$ cat src/rtl/skin_thresh_ctrl.sv
// rtl/skin_thresh_ctrl.sv - frame-synchronous skin threshold controller
// Optional feature macro: SKIN_CTRL_STATS_EN (per-frame skin pixel counter).
// Thresholds and detect enable are committed only at a vsync rising edge,
// so a frame is never classified with a mix of old and new thresholds.
module skin_thresh_ctrl #(
  parameter int CNT_W      = 22,
  parameter int RST_PRESET = 0
) (
  input  logic             clk,
  input  logic             n_rst,
  input  logic [3:0]       sw,
  input  logic             i_vid_vsync,
  input  logic             i_vid_VDE,
  input  logic             i_skin_hit,
  input  logic             cfg_valid,
  output logic             cfg_ready,
  input  logic [2:0]       cfg_addr,
  input  logic [7:0]       cfg_data,
  output logic [7:0]       o_y_min,
  output logic [7:0]       o_cb_min,
  output logic [7:0]       o_cb_max,
  output logic [7:0]       o_cr_min,
  output logic [7:0]       o_cr_max,
  output logic             o_detect_en,
  output logic             o_cfg_err,
  output logic             o_frame_done,
  output logic [CNT_W-1:0] o_skin_count
);

  typedef enum logic [1:0] {
    WAIT_FRAME = 2'd0,
    COMMIT     = 2'd1,
    ACTIVE     = 2'd2
  } state_t;

  localparam logic [1:0] RST_IDX = RST_PRESET[1:0];

  // Packed as {y_min, cb_min, cb_max, cr_min, cr_max}
  function automatic logic [39:0] preset(input logic [1:0] idx);
    case (idx)
      2'd0:    preset = {8'd80,  8'd70, 8'd135, 8'd120, 8'd180};
      2'd1:    preset = {8'd80,  8'd85, 8'd135, 8'd135, 8'd180};
      2'd2:    preset = {8'd60,  8'd77, 8'd127, 8'd133, 8'd173};
      default: preset = {8'd100, 8'd90, 8'd125, 8'd140, 8'd170};
    endcase
  endfunction

  state_t     state;
  logic       vsync_prev;
  logic       prev_active;
  logic [7:0] sh_y_min;
  logic [7:0] sh_cb_min;
  logic [7:0] sh_cb_max;
  logic [7:0] sh_cr_min;
  logic [7:0] sh_cr_max;
  logic       vs_rise;
  logic       shadow_ok;

  // vsync_prev resets high so a vsync held through reset is not seen as an edge
  assign vs_rise   = i_vid_vsync && !vsync_prev;
  // Equal min/max would classify nothing, so it is rejected along with inverted ranges
  assign shadow_ok = (sh_cb_min < sh_cb_max) && (sh_cr_min < sh_cr_max);

`ifdef SKIN_CTRL_STATS_EN
  logic [CNT_W-1:0] counter;

  // Saturating per-frame hit counter; only live while a frame is active
  always_ff @(posedge clk) begin
    if (n_rst) begin
      counter      <= '0;
      o_skin_count <= '0;
    end else if (state == COMMIT) begin
      if (prev_active) begin
        o_skin_count <= counter;
      end
      counter <= '0;
    end else if (state == ACTIVE) begin
      if (i_vid_VDE && i_skin_hit && (counter != {CNT_W{1'b1}})) begin
        counter <= counter + 1'b1;
      end
    end
  end
`else
  logic stats_unused;

  assign stats_unused = i_vid_VDE & i_skin_hit;
  assign o_skin_count = '0;
`endif

  // Shadow bank: software writes land here, addr 5-7 acknowledged and dropped
  always_ff @(posedge clk) begin
    if (n_rst) begin
      {sh_y_min, sh_cb_min, sh_cb_max, sh_cr_min, sh_cr_max} <= preset(2'd0);
    end else if (cfg_valid && cfg_ready) begin
      case (cfg_addr)
        3'd0:    sh_y_min  <= cfg_data;
        3'd1:    sh_cb_min <= cfg_data;
        3'd2:    sh_cb_max <= cfg_data;
        3'd3:    sh_cr_min <= cfg_data;
        3'd4:    sh_cr_max <= cfg_data;
        default: ;
      endcase
    end
  end

  // Frame FSM with registered outputs; COMMIT is the single cycle where actives change
  always_ff @(posedge clk) begin
    if (n_rst) begin
      state        <= WAIT_FRAME;
      vsync_prev   <= 1'b1;
      prev_active  <= 1'b0;
      cfg_ready    <= 1'b1;
      o_detect_en  <= 1'b0;
      o_cfg_err    <= 1'b0;
      o_frame_done <= 1'b0;
      {o_y_min, o_cb_min, o_cb_max, o_cr_min, o_cr_max} <= preset(RST_IDX);
    end else begin
      vsync_prev   <= i_vid_vsync;
      o_frame_done <= 1'b0;
      case (state)
        WAIT_FRAME: begin
          if (vs_rise) begin
            state       <= COMMIT;
            cfg_ready   <= 1'b0;
            prev_active <= 1'b0;
          end
        end
        COMMIT: begin
          state       <= ACTIVE;
          cfg_ready   <= 1'b1;
          o_detect_en <= !sw[2];
          if (!sw[3]) begin
            {o_y_min, o_cb_min, o_cb_max, o_cr_min, o_cr_max} <= preset(sw[1:0]);
            o_cfg_err <= 1'b0;
          end else if (shadow_ok) begin
            {o_y_min, o_cb_min, o_cb_max, o_cr_min, o_cr_max} <=
              {sh_y_min, sh_cb_min, sh_cb_max, sh_cr_min, sh_cr_max};
            o_cfg_err <= 1'b0;
          end else begin
            o_cfg_err <= 1'b1;
          end
          if (prev_active) begin
            o_frame_done <= 1'b1;
          end
        end
        ACTIVE: begin
          if (vs_rise) begin
            state       <= COMMIT;
            cfg_ready   <= 1'b0;
            prev_active <= 1'b1;
          end
        end
        default: begin
          state     <= WAIT_FRAME;
          cfg_ready <= 1'b1;
        end
      endcase
    end
  end

endmodule

$ cat config.mk
export PLATFORM = sky130hd
export DESIGN_NAME = skin_thresh_ctrl
export DESIGN_NICKNAME = d
export VERILOG_FILES = /design/src/rtl/skin_thresh_ctrl.sv
export SDC_FILE = /design/constraint.sdc
export NUM_CORES = 1
export LEC_CHECK = 0
export CORE_MARGIN = 5
export CORE_UTILIZATION = 54
export CTS_CLUSTER_DIAMETER = 200
export DETAILED_ROUTE_END_ITERATION = 10
export PLACE_DENSITY = 0.88
export SYNTH_ARGS = -nofsm -noshare
export SYNTH_HDL_FRONTEND = slang
export SYNTH_SLANG_ARGS = --single-unit
$ cat constraint.sdc
create_clock -name clk -period 4.3 [get_ports clk]
set_input_delay 0.86 -clock clk [delete_from_list [all_inputs] [get_ports clk]]
set_output_delay 0.86 -clock clk [all_outputs]
set_load 0.05 [all_outputs]
# Word level (Yosys, flattened, before mapping)
# Index checks and enable logic that the tools add are counted.
# word_totals
register_bits	88
latchBits	0
ramBits	0
romBits	0
inputBits	21
out_inout_bits	66
word_cells	71
n_memories	0
# classes
addsub	0
mul	0
div_mod_pow	0
order_cmp	2
n_eq_ne	12
n_shift	0
n_mux	19
bitwise_logic	2
reduce_logical	19
# op_table
op	count
$pmux 39 s3	1
$mux 8	10
$lt 8x8->1	2
$reduce_and 2->1	6
$eq 3x2->1 const B	2
$reduce_or 2->1	3
$mux 1	5
$eq 2x1->1 const B	2
$eq 2x2->1 const B	2
$logic_not 2->1	2
$ne 2x1->1 const B	2
$ne 2x2->1 const B	2
$pmux 2 s2	1
$eq 3x1->1 const B	1
$eq 3x3->1 const B	1
$logic_and 1x1->1	3
$logic_not 3->1	1
$reduce_and 3->1	1
$logic_not 1->1	2
$mux 2	1
$not 1->1	2
$pmux 1 s2	1
$reduce_bool 2->1	1

# Logic depth before layout (Yosys ltp)
# Gate-level depths: netlist (run 1).
# logic_depth
word_depth	4
depth_mapped	11

# Worst setup path after synthesis (run 1)
# No wires, ideal clock.
# synth_timing
kind	reg-to-reg
start	reg sh_cb_max[2]
end	reg o_cr_min[7]
setup_time_ns	0.128
arrival_time_ns	2.065
required_time_ns	4.172
path_slack_ns	2.107
stages_incl_launch_ff	11
n_path_buf	2
cell_sequence	dfxtp_1 inv_1 ha_1 a211oi_1 o21ai_1 a31o_2 buf_4 nor3b_4 buf_6 mux2i_1 nor2_1
# synth_between
elab_chain_len	4
# synth_lines
element	line_no	source
from (decl)	53	logic [7:0] sh_cb_max;
from (signal assigned)	93	{sh_y_min, sh_cb_min, sh_cb_max, sh_cr_min, sh_cr_max} <= preset(2'd0);
from (signal assigned)	98	3'd2: sh_cb_max <= cfg_data;
$lt 8x8->1	62	assign shadow_ok = (sh_cb_min < sh_cb_max) && (sh_cr_min < sh_cr_max);
$logic_and 1x1->1	62	
$ne 2x1->1 (no source line)	-	
$reduce_and 2->1 (no source line)	-	
to (signal assigned)	116	{o_y_min, o_cb_min, o_cb_max, o_cr_min, o_cr_max} <= preset(RST_IDX);
to (signal assigned)	133	{o_y_min, o_cb_min, o_cb_max, o_cr_min, o_cr_max} <= preset(sw[1:0]);
to (signal assigned)	136	{o_y_min, o_cb_min, o_cb_max, o_cr_min, o_cr_max} <=
to (decl)	22	output logic [7:0] o_cr_min,
# Every way passes these cells.
# A chain may end at the register's enable or synchronous reset.

# Worst setup path after layout (run 1)
# layout_timing
start	in cfg_valid
end	reg sh_cb_min[3]
# layout_between
elab_chain_len	2
# layout_lines
element	line_no	source
from (decl)	15	input logic cfg_valid,
$logic_and 1x1->1	94	end else if (cfg_valid && cfg_ready) begin
$reduce_and 2->1 (no source line)	-	
to (signal assigned)	93	
to (signal assigned)	97	3'd1: sh_cb_min <= cfg_data;
to (decl)	52	logic [7:0] sh_cb_min;
# Every way passes these cells.

==> results of run 1 <==
## layout by cell type, fill, tap and decap left out, types with 4 or more instances in the layout
| master | netlist | layout |
|---|---|---|
| sky130_fd_sc_hd__dfxtp_1 | 88 | 88 |
| sky130_fd_sc_hd__clkdlybuf4s50_1 | 0 | 61 |
| sky130_fd_sc_hd__nand2_1 | 51 | 51 |
| sky130_fd_sc_hd__nor2_1 | 32 | 32 |
| sky130_fd_sc_hd__mux2i_1 | 24 | 24 |
| sky130_fd_sc_hd__conb_1 | 1 | 22 |
| sky130_fd_sc_hd__ha_1 | 20 | 20 |
| sky130_fd_sc_hd__inv_1 | 19 | 19 |
| sky130_fd_sc_hd__nand3_1 | 18 | 18 |
| sky130_fd_sc_hd__a21oi_1 | 16 | 16 |
| sky130_fd_sc_hd__o21ai_0 | 16 | 16 |
| sky130_fd_sc_hd__a22o_1 | 12 | 12 |
| sky130_fd_sc_hd__clkbuf_8 | 2 | 9 |
| sky130_fd_sc_hd__nor3b_1 | 8 | 8 |
| sky130_fd_sc_hd__o21bai_1 | 8 | 8 |
| sky130_fd_sc_hd__a221o_1 | 7 | 7 |
| sky130_fd_sc_hd__nor3_1 | 6 | 6 |
| sky130_fd_sc_hd__a31oi_1 | 6 | 6 |
| sky130_fd_sc_hd__buf_4 | 26 | 6 |
| sky130_fd_sc_hd__o2bb2ai_1 | 5 | 5 |
| sky130_fd_sc_hd__nand4_1 | 4 | 4 |
## cells by family after synthesis
family / count (synthesis) / synth area share (%)
AOI/OAI and AO/OA: 94 / 17.35
muxes: 24 / 6.011
buffers and inverters: 62 / 9.549
DFF: 88 / 44.08
and+or+nand+nor: 138 / 16.66
adders and majority gates: 20 / 6.262
other: 1 / 0.09384
## worst max-delay path: stages
cell	delay (ns)
sky130_fd_sc_hd__clkdlybuf4s50_1	0.49
sky130_fd_sc_hd__nand2_1	0.08
sky130_fd_sc_hd__nor2_1	0.60
sky130_fd_sc_hd__nand2_1	0.15
sky130_fd_sc_hd__nor2_1	0.45
sky130_fd_sc_hd__buf_4	0.26
sky130_fd_sc_hd__mux2i_1	0.20
sky130_fd_sc_hd__nor2_1	0.05
## final cells by class
cell class / count / area, sq um / area share (%)
Clock buffer: 9 / 123.9 / 2.609
Clock inverter: 7 / 63.81 / 1.344
Inverter: 20 / 75.07 / 1.581
Multi-Input combinational cell: 298 / 1938 / 40.83
Sequential cell: 88 / 1762 / 37.11
Tap cell: 99 / 123.9 / 2.609
Timing Repair Buffer: 68 / 660.6 / 13.92
## registers in the layout, indices dropped and copies added (netlist names)
name,count
sh_cb_max,8
cfg_ready,1
o_cr_max,8
o_y_min,8
o_cb_max,8
sh_cb_min,8
o_cb_min,8
o_frame_done,1
state,2
prev_active,1
sh_cr_max,8
sh_cr_min,8
vsync_prev,1
o_detect_en,1
o_cfg_err,1
sh_y_min,8
o_cr_min,8
## per-layer routing
metal	up-vias	wire [um]
met5	-	0
met4	0	170
met3	17	705
met2	134	4857
met1	1593	4265
li1	1579	-
## how the worst max path moves through the flow
stage	start	slack [ns]	cells after the start	end
2_1_floorplan	sh_cb_max[2]	2.11	10	o_cr_min[7]
3_3_place_gp	sw[3]	1.21	5	o_y_min[7]
3_5_place_dp	cfg_valid	1.15	8	sh_cb_min[3]
4_1_cts	cfg_valid	1.48	8	sh_cb_min[3]
5_1_grt	sh_cr_max[7]	1.29	8	o_cb_min[7]
6_report	cfg_valid	1.38	8	sh_cb_min[3]
## power breakdown
part           internal (mW)  switching, mW  leakage, nW
registers              0.832         0.0124        0.713
logic                 0.0620          0.150         1.09
clock network          0.223          0.324       0.0967
==> metrics.sh, run 1 <==
ROUTED_VIA_COUNT=3323
WORST_PATH_MAX_FANOUT=12
SETUP.WORST_PATH.START_CLASS='primary input'
POST-LAYOUT-TOTAL-POWER_mW=1.603
CP.REQUIRED_NS=4.54
TOTAL_NEGATIVE_SETUP_SLACKS_NS=0
PLACED_CELLS=573
FILLCELLCOUNT=576
TIMING.FINAL.SETUP_VIOLATIONS=0
ROUTED_WIRE_LENGTH_PER_INSTANCE_UM=16.97
DESIGN.CORE.AREA_SQ_UM=7214
ASYNC_FLOP_SHARE_PCT=0
CTS_HOLD_BUF=0
CTS_ROOT_BUFFER='sky130_fd_sc_hd__clkbuf_8'
MAX_FREQ_MHz=342.9
LAYOUT.CELLS.NON_FILLER=589
GLOBAL_PLACER_S_FINAL_WEIGHTED_CONGESTION=0.8838
FINALHOLDWORSTSLACK_NS=0.4783
CP-END-KIND='flip-flop'
FINCLKSKEW_NS=0.007995
SYNTH_WARNINGS=0
PIN_COUNT_OF_THE_BIGGEST_NET_ENTERING_GLOBAL_ROUTING=53
TIMING.FINAL.CRIT_PERIOD_NS=2.917
GRT_FIRST_PASS_WIRELENGTH_UM=15730
HP-START='sh_y_min[7]'
CLOCK_SINKS=88
INITIAL_CORE_UTIL_PCT=55.39
SYN_AREA_PER_CELL_SQ_UM=9.359
REGTOREGSETUPSLACK_NS=1.45
ANTENNADIODECOUNT=0
YOSYS-TOP-CELLS-COUNT='sky130_fd_sc_hd__dfxtp_1 (88), sky130_fd_sc_hd__nand2_1 (51), sky130_fd_sc_hd__nor2_1 (32), sky130_fd_sc_hd__buf_4 (26), sky130_fd_sc_hd__mux2i_1 (24)'
YOSYSMOSTFREQUENTCELL='sky130_fd_sc_hd__dfxtp_1'
SLEW_HEADROOM_PCT=37.70
SYNTH_SEQ_CELLS=88
P_LEAK_nW=1.899
TIMING.MAX_CAP.VIOLATIONS=0
DRT-PASS1-ITER-COUNT=5
SYNTHTOPCELLSBYAREA='sky130_fd_sc_hd__dfxtp_1 (44%), sky130_fd_sc_hd__ha_1 (6.3%), sky130_fd_sc_hd__mux2i_1 (6.0%)'
AREAGROWTHSYNTHTOFINISH_PCT=18.79
HOLDPATHEND='sh_y_min[7]'
SYN-INSTANCE-COUNT=427
TIMING.CRITICAL_PATH.ARRIVAL_NS=3.15
ANTENNA_VIOLATIONS_BEFORE_REPAIR=0
DRIVE_GT1_SHARE_PCT=6.939
PLACE_AREA_SQ_UM=4559
GLOBALROUTE.TOTALOVERFLOW=0
WL_UM=9998
LAYOUT.NETS=526
POSTLAYOUTCELLAREA_SQ_UM=4747
DIEAREA_SQ_UM=9221
DESIGN.PORTCOUNT=87
DRC=0
REG2REG_FROM='sh_cr_max[7]'
FINALWORSTSETUPSLACK_NS=1.384
CLKLATENCYLATEPIN_NS=0.36
CRITPATHKIND='in -> reg'
WHS_PATH_DEPTH=2
PLACE_WORST_SETUP_SLACK_NS=1.147
VDD.IR_DROP.WORST_mV=0.2195
PLACEMENT.IO_BUFFERS=62
DIEWIDTH_UM=96.03
CHIPHEIGHT_UM=96.03
PATH_CLK_SLEW_NS=0.09
POST-SYNTH-TOP-AREA-FRACTION_PCT=44.08
REG2REGPATHDEPTH=8
CORE.ROWCOUNT=31
LAYOUT.CORE_UTILIZATION_PCT=65.80
POSTCTSSETUPREPAIRBUFS=0
DRT_ITER0_MARKERS=259
TERMINUS_OF_THE_CRITICAL_FLOP_TO_FLOP_PATH='o_cb_min[7]'
SYNTH_AREA_SQ_UM=3996
GRT_MOST_USED_LAYER='met2'
GRT_SETUP_UNREPAIRED='false'
FIRST_GLOBAL_VIAS=3249
YS_DOMINANT_REG_CELL='sky130_fd_sc_hd__dfxtp_1'
POWER.DENSITY_nW_PER_UM2=337.8
COUNT_OF_NETS_LEFT_WITH_ANTENNA_VIOLATIONS_AFTER_DETAIL_ROUTING=0
CTS_TREE='yes'
WORST_HOLD_PATH_TYPE='reg -> reg'
GR-USAGE-MET2_PCT=37.67
COUNT_OF_PINS_OVER_THEIR_SLEW_LIMIT=0
SYNTH_TOP_AREA_CELL='sky130_fd_sc_hd__dfxtp_1'
PERIOD_SHARE_PCT=67.83
TIGHTEST_SLEW_NS=0.9340
FINAL_HOLD_VIOL_COUNT=0
SYNTH_CELL_TYPES=50
SYNTH_EDF_COUNT=0
YS_SEQ_AREA_SHARE_PCT=44.08
POST_DRT_VIA_CELL_RATIO=5.642
POST_CTS_RESIZE_COUNT=0
CLOCK_TREE.HTREE_LEVEL_COUNT=3
GR-USAGE-MET1_PCT=27.45
RESULT_OF_THE_RUN='completed'
TRITONCTS.NUM_BUFFERS=9
CTS_MAX_PATH_BUFFERS=2
GRT.MET3_USAGE_PCT=4.848
GR-USAGE-ALL-LAYERS_PCT=22.21
DP_HPWL_UM=7273
No activity file was read; power rests on OpenSTA's default activity.
==> run 2: changes to the inputs <==
- CORE_UTILIZATION: 54 -> 46
- PLACE_DENSITY: 0.88 -> 0.8
- clock period: 4.3 -> 2.4 ns (I/O delays scaled with it)
==> run 2 against run 1 <==
Against the previous run:
- critical path type is now reg -> reg
- flip-flop and latch count stayed put
- global-route usage is 2.8 points lower
- highest routed layer unchanged
- largest cell class unchanged
- setup slack worse by 1.3 ns
==> metrics.sh, run 2 (synthesis gave the netlist of run 1 again) <==
FINCLKSKEW_NS=0.007660  # -0.0003356 ns
GLOBALROUTE.TOTALOVERFLOW=0  # unchanged
GR-USAGE-ALL-LAYERS_PCT=19.37  # -2.8 points
DESIGN.PORTCOUNT=87  # unchanged
GRT_MOST_USED_LAYER='met2'
PIN_COUNT_OF_THE_BIGGEST_NET_ENTERING_GLOBAL_ROUTING=53  # unchanged
TIMING.MAX_CAP.VIOLATIONS=0  # unchanged
FINALHOLDWORSTSLACK_NS=0.4726  # -0.005727 ns
TERMINUS_OF_THE_CRITICAL_FLOP_TO_FLOP_PATH='o_cr_min[2]'
DESIGN.CORE.AREA_SQ_UM=8593  # +19%
TIGHTEST_SLEW_NS=0.6691  # -0.2649 ns
COUNT_OF_PINS_OVER_THEIR_SLEW_LIMIT=0  # unchanged
ANTENNA_VIOLATIONS_BEFORE_REPAIR=0  # unchanged
DRT_ITER0_MARKERS=270  # +4.2%
GRT_FIRST_PASS_WIRELENGTH_UM=15930  # +1.3%
P_LEAK_nW=1.982  # +4.4%
ROUTED_VIA_COUNT=3429  # +3.2%
HOLDPATHEND='sh_y_min[5]'
PATH_CLK_SLEW_NS=0.09  # about the same
VDD.IR_DROP.WORST_mV=0.3165  # +44%
GRT.MET3_USAGE_PCT=4.359  # -0.49 points
CRIT_PATH_MAX_CELL_DELAY_NS=0.32  # -0.28 ns
POST_DRT_VIA_CELL_RATIO=5.631  # -0.20%
GR-USAGE-MET2_PCT=30.83  # -6.8 points
CTS_TREE='yes'
REGTOREGSETUPSLACK_NS=0.13  # -1.32 ns
POWER.DENSITY_nW_PER_UM2=591.1  # +75%
DIEAREA_SQ_UM=10650  # +16%
SLEW_HEADROOM_PCT=55.26  # +18 points
FIRST_GLOBAL_VIAS=3317  # +2.1%
ROUTED_WIRE_LENGTH_PER_INSTANCE_UM=16.82  # -0.89%
DRC=0  # unchanged
COUNT_OF_NETS_LEFT_WITH_ANTENNA_VIOLATIONS_AFTER_DETAIL_ROUTING=0  # unchanged
CRITICAL_PATH.SLOWEST_CELL='sky130_fd_sc_hd__dfxtp_1'
CP-END-KIND='flip-flop'
REG2REG_FROM='sh_cb_max[2]'
DP_HPWL_UM=7517  # +3.3%
WORST_HOLD_PATH_TYPE='reg -> reg'
WORST_PATH_MAX_FANOUT=9  # -3
REG2REGPATHDEPTH=10  # +2
LAYOUT.CELLS.NON_FILLER=609  # +3.4%
FINAL_CELL_MIX='sky130_fd_sc_hd__dfxtp_1 (88), sky130_fd_sc_hd__clkdlybuf4s50_1 (62), sky130_fd_sc_hd__nand2_1 (50)'
DRIVE_GT1_SHARE_PCT=10.38  # +3.4 points
DIEWIDTH_UM=103.2  # +7.5%
POSTLAYOUTCELLAREA_SQ_UM=4937  # +4.0%
CHIPHEIGHT_UM=103.2  # +7.5%
TRITONCTS.NUM_BUFFERS=9  # unchanged
TIMING.CRITICAL_PATH.ARRIVAL_NS=2.52  # -0.63 ns
CTS_HOLD_BUF=0  # unchanged
WHS_PATH_DEPTH=2  # unchanged
TOTAL_NEGATIVE_SETUP_SLACKS_NS=0  # unchanged
TIMING.FINAL.SETUP_VIOLATIONS=0  # unchanged
PERIOD_SHARE_PCT=94.47
RESULT_OF_THE_RUN='completed'
CLOCK_TREE.HTREE_LEVEL_COUNT=3  # unchanged
CLOCK_SINKS=88  # unchanged
TIMING.CRITICAL_PATH.CELLS='inv_1 -> ha_1 -> a211oi_2 -> o21ai_2 -> a31o_4 -> nor3b_4 -> buf_4 -> buf_12 -> mux2i_1 -> nor2_1'
SETUP.WORST_PATH.START_CLASS='flip-flop'
FINAL_COMMON_CELL='sky130_fd_sc_hd__dfxtp_1'
AREAGROWTHSYNTHTOFINISH_PCT=23.54
CRITPATHKIND='reg -> reg'
MAX_FREQ_MHz=441.0
CP.REQUIRED_NS=2.65  # -1.89 ns
CTS_MAX_PATH_BUFFERS=2  # unchanged
GLOBAL_PLACER_S_FINAL_WEIGHTED_CONGESTION=0.9167  # +3.7%
FINAL_HOLD_VIOL_COUNT=0  # unchanged
CLKLATENCYLATEPIN_NS=0.37  # about the same
ANTENNADIODECOUNT=0  # unchanged
PLACEMENT.IO_BUFFERS=62  # unchanged
GR-USAGE-MET1_PCT=24.85  # -2.6 points
WL_UM=10250  # +2.5%
INITIAL_CORE_UTIL_PCT=46.51  # -8.9 points
PLACED_CELLS=591  # +3.1%
TIMING.FINAL.CRIT_PERIOD_NS=2.267
LAYOUT.NETS=538  # +2.3%
DRT-PASS1-ITER-COUNT=5  # unchanged
CTS_ROOT_BUFFER='sky130_fd_sc_hd__clkbuf_8'
PLACE_AREA_SQ_UM=4668  # +2.4%
HP-START='sh_y_min[5]'
LAYOUT.CORE_UTILIZATION_PCT=57.45  # -8.3 points
CORE.ROWCOUNT=34  # +9.7%
==> run 2: where the power goes <==
group / internal [mW] / switching, mW / leakage (nW)
combinational: 0.128 / 0.276 / 1.17
sequential: 1.49 / 0.0225 / 0.713
clock: 0.471 / 0.530 / 0.0948
total: 2.09 / 0.829 / 1.98
==> run 2: through the flow <==
step | power [mW] | setup slack [ns]
after floorplan | 1.837 | 0.2073
after global placement | 1.924 | 0.1210
after detailed placement | 1.933 | 0.05892
after CTS | 2.905 | 0.02649
after global routing | 3.035 | -0.03869
final | 2.918 | 0.1327
==> run 2: final cells by class <==
cell class / count / area [sq um]
Clock buffer: 9 / 123.9
Clock inverter: 6 / 61.31
Fill cell: 742 / 3656
Inverter: 20 / 75.07
Multi-Input combinational cell: 298 / 1982
Sequential cell: 88 / 1762
Tap cell: 108 / 135.1
Timing Repair Buffer: 80 / 798.3
==> run 2: worst max-delay path by stage <==
stage / slack [ns] / startpoint / end / cells after the start
after floorplan: 0.21 / sh_cb_max[2] / o_cr_min[7] / 10
after global placement: 0.12 / sh_cb_max[2] / o_y_min[6] / 8
after detailed placement: 0.06 / sh_cb_max[2] / o_y_min[4] / 8
after CTS: 0.03 / sh_cb_max[2] / o_y_min[4] / 8
after global routing: -0.04 / sh_cr_max[7] / o_cr_min[2] / 10
final: 0.13 / sh_cb_max[2] / o_cr_min[2] / 10
==> run 2: worst max-delay path: cells and delay by family, from the launching register on <==
kind / cells / cell delay, ns
AOI/OAI and AO/OA: 3 / 0.68
buffers and inverters: 3 / 0.38
muxes: 1 / 0.19
and+or+nand+nor: 2 / 0.27
adders and majority gates: 1 / 0.31
DFF: 1 / 0.32
==> run 2: metal layers <==
metal	part of all wire, %	wire [um]	vias up
met1	44	4484	1670
li1	-	-	1604
met4	3.5	357	0
met5	0	0	-
met3	6.5	661	27
met2	46	4741	128
==> run 2: what timing repair did <==
item | 4_1_cts | 5_1_grt
setup buffers | 0 | 2
setup endpoints to repair | 0 | 35
resized for setup | 0 | 14
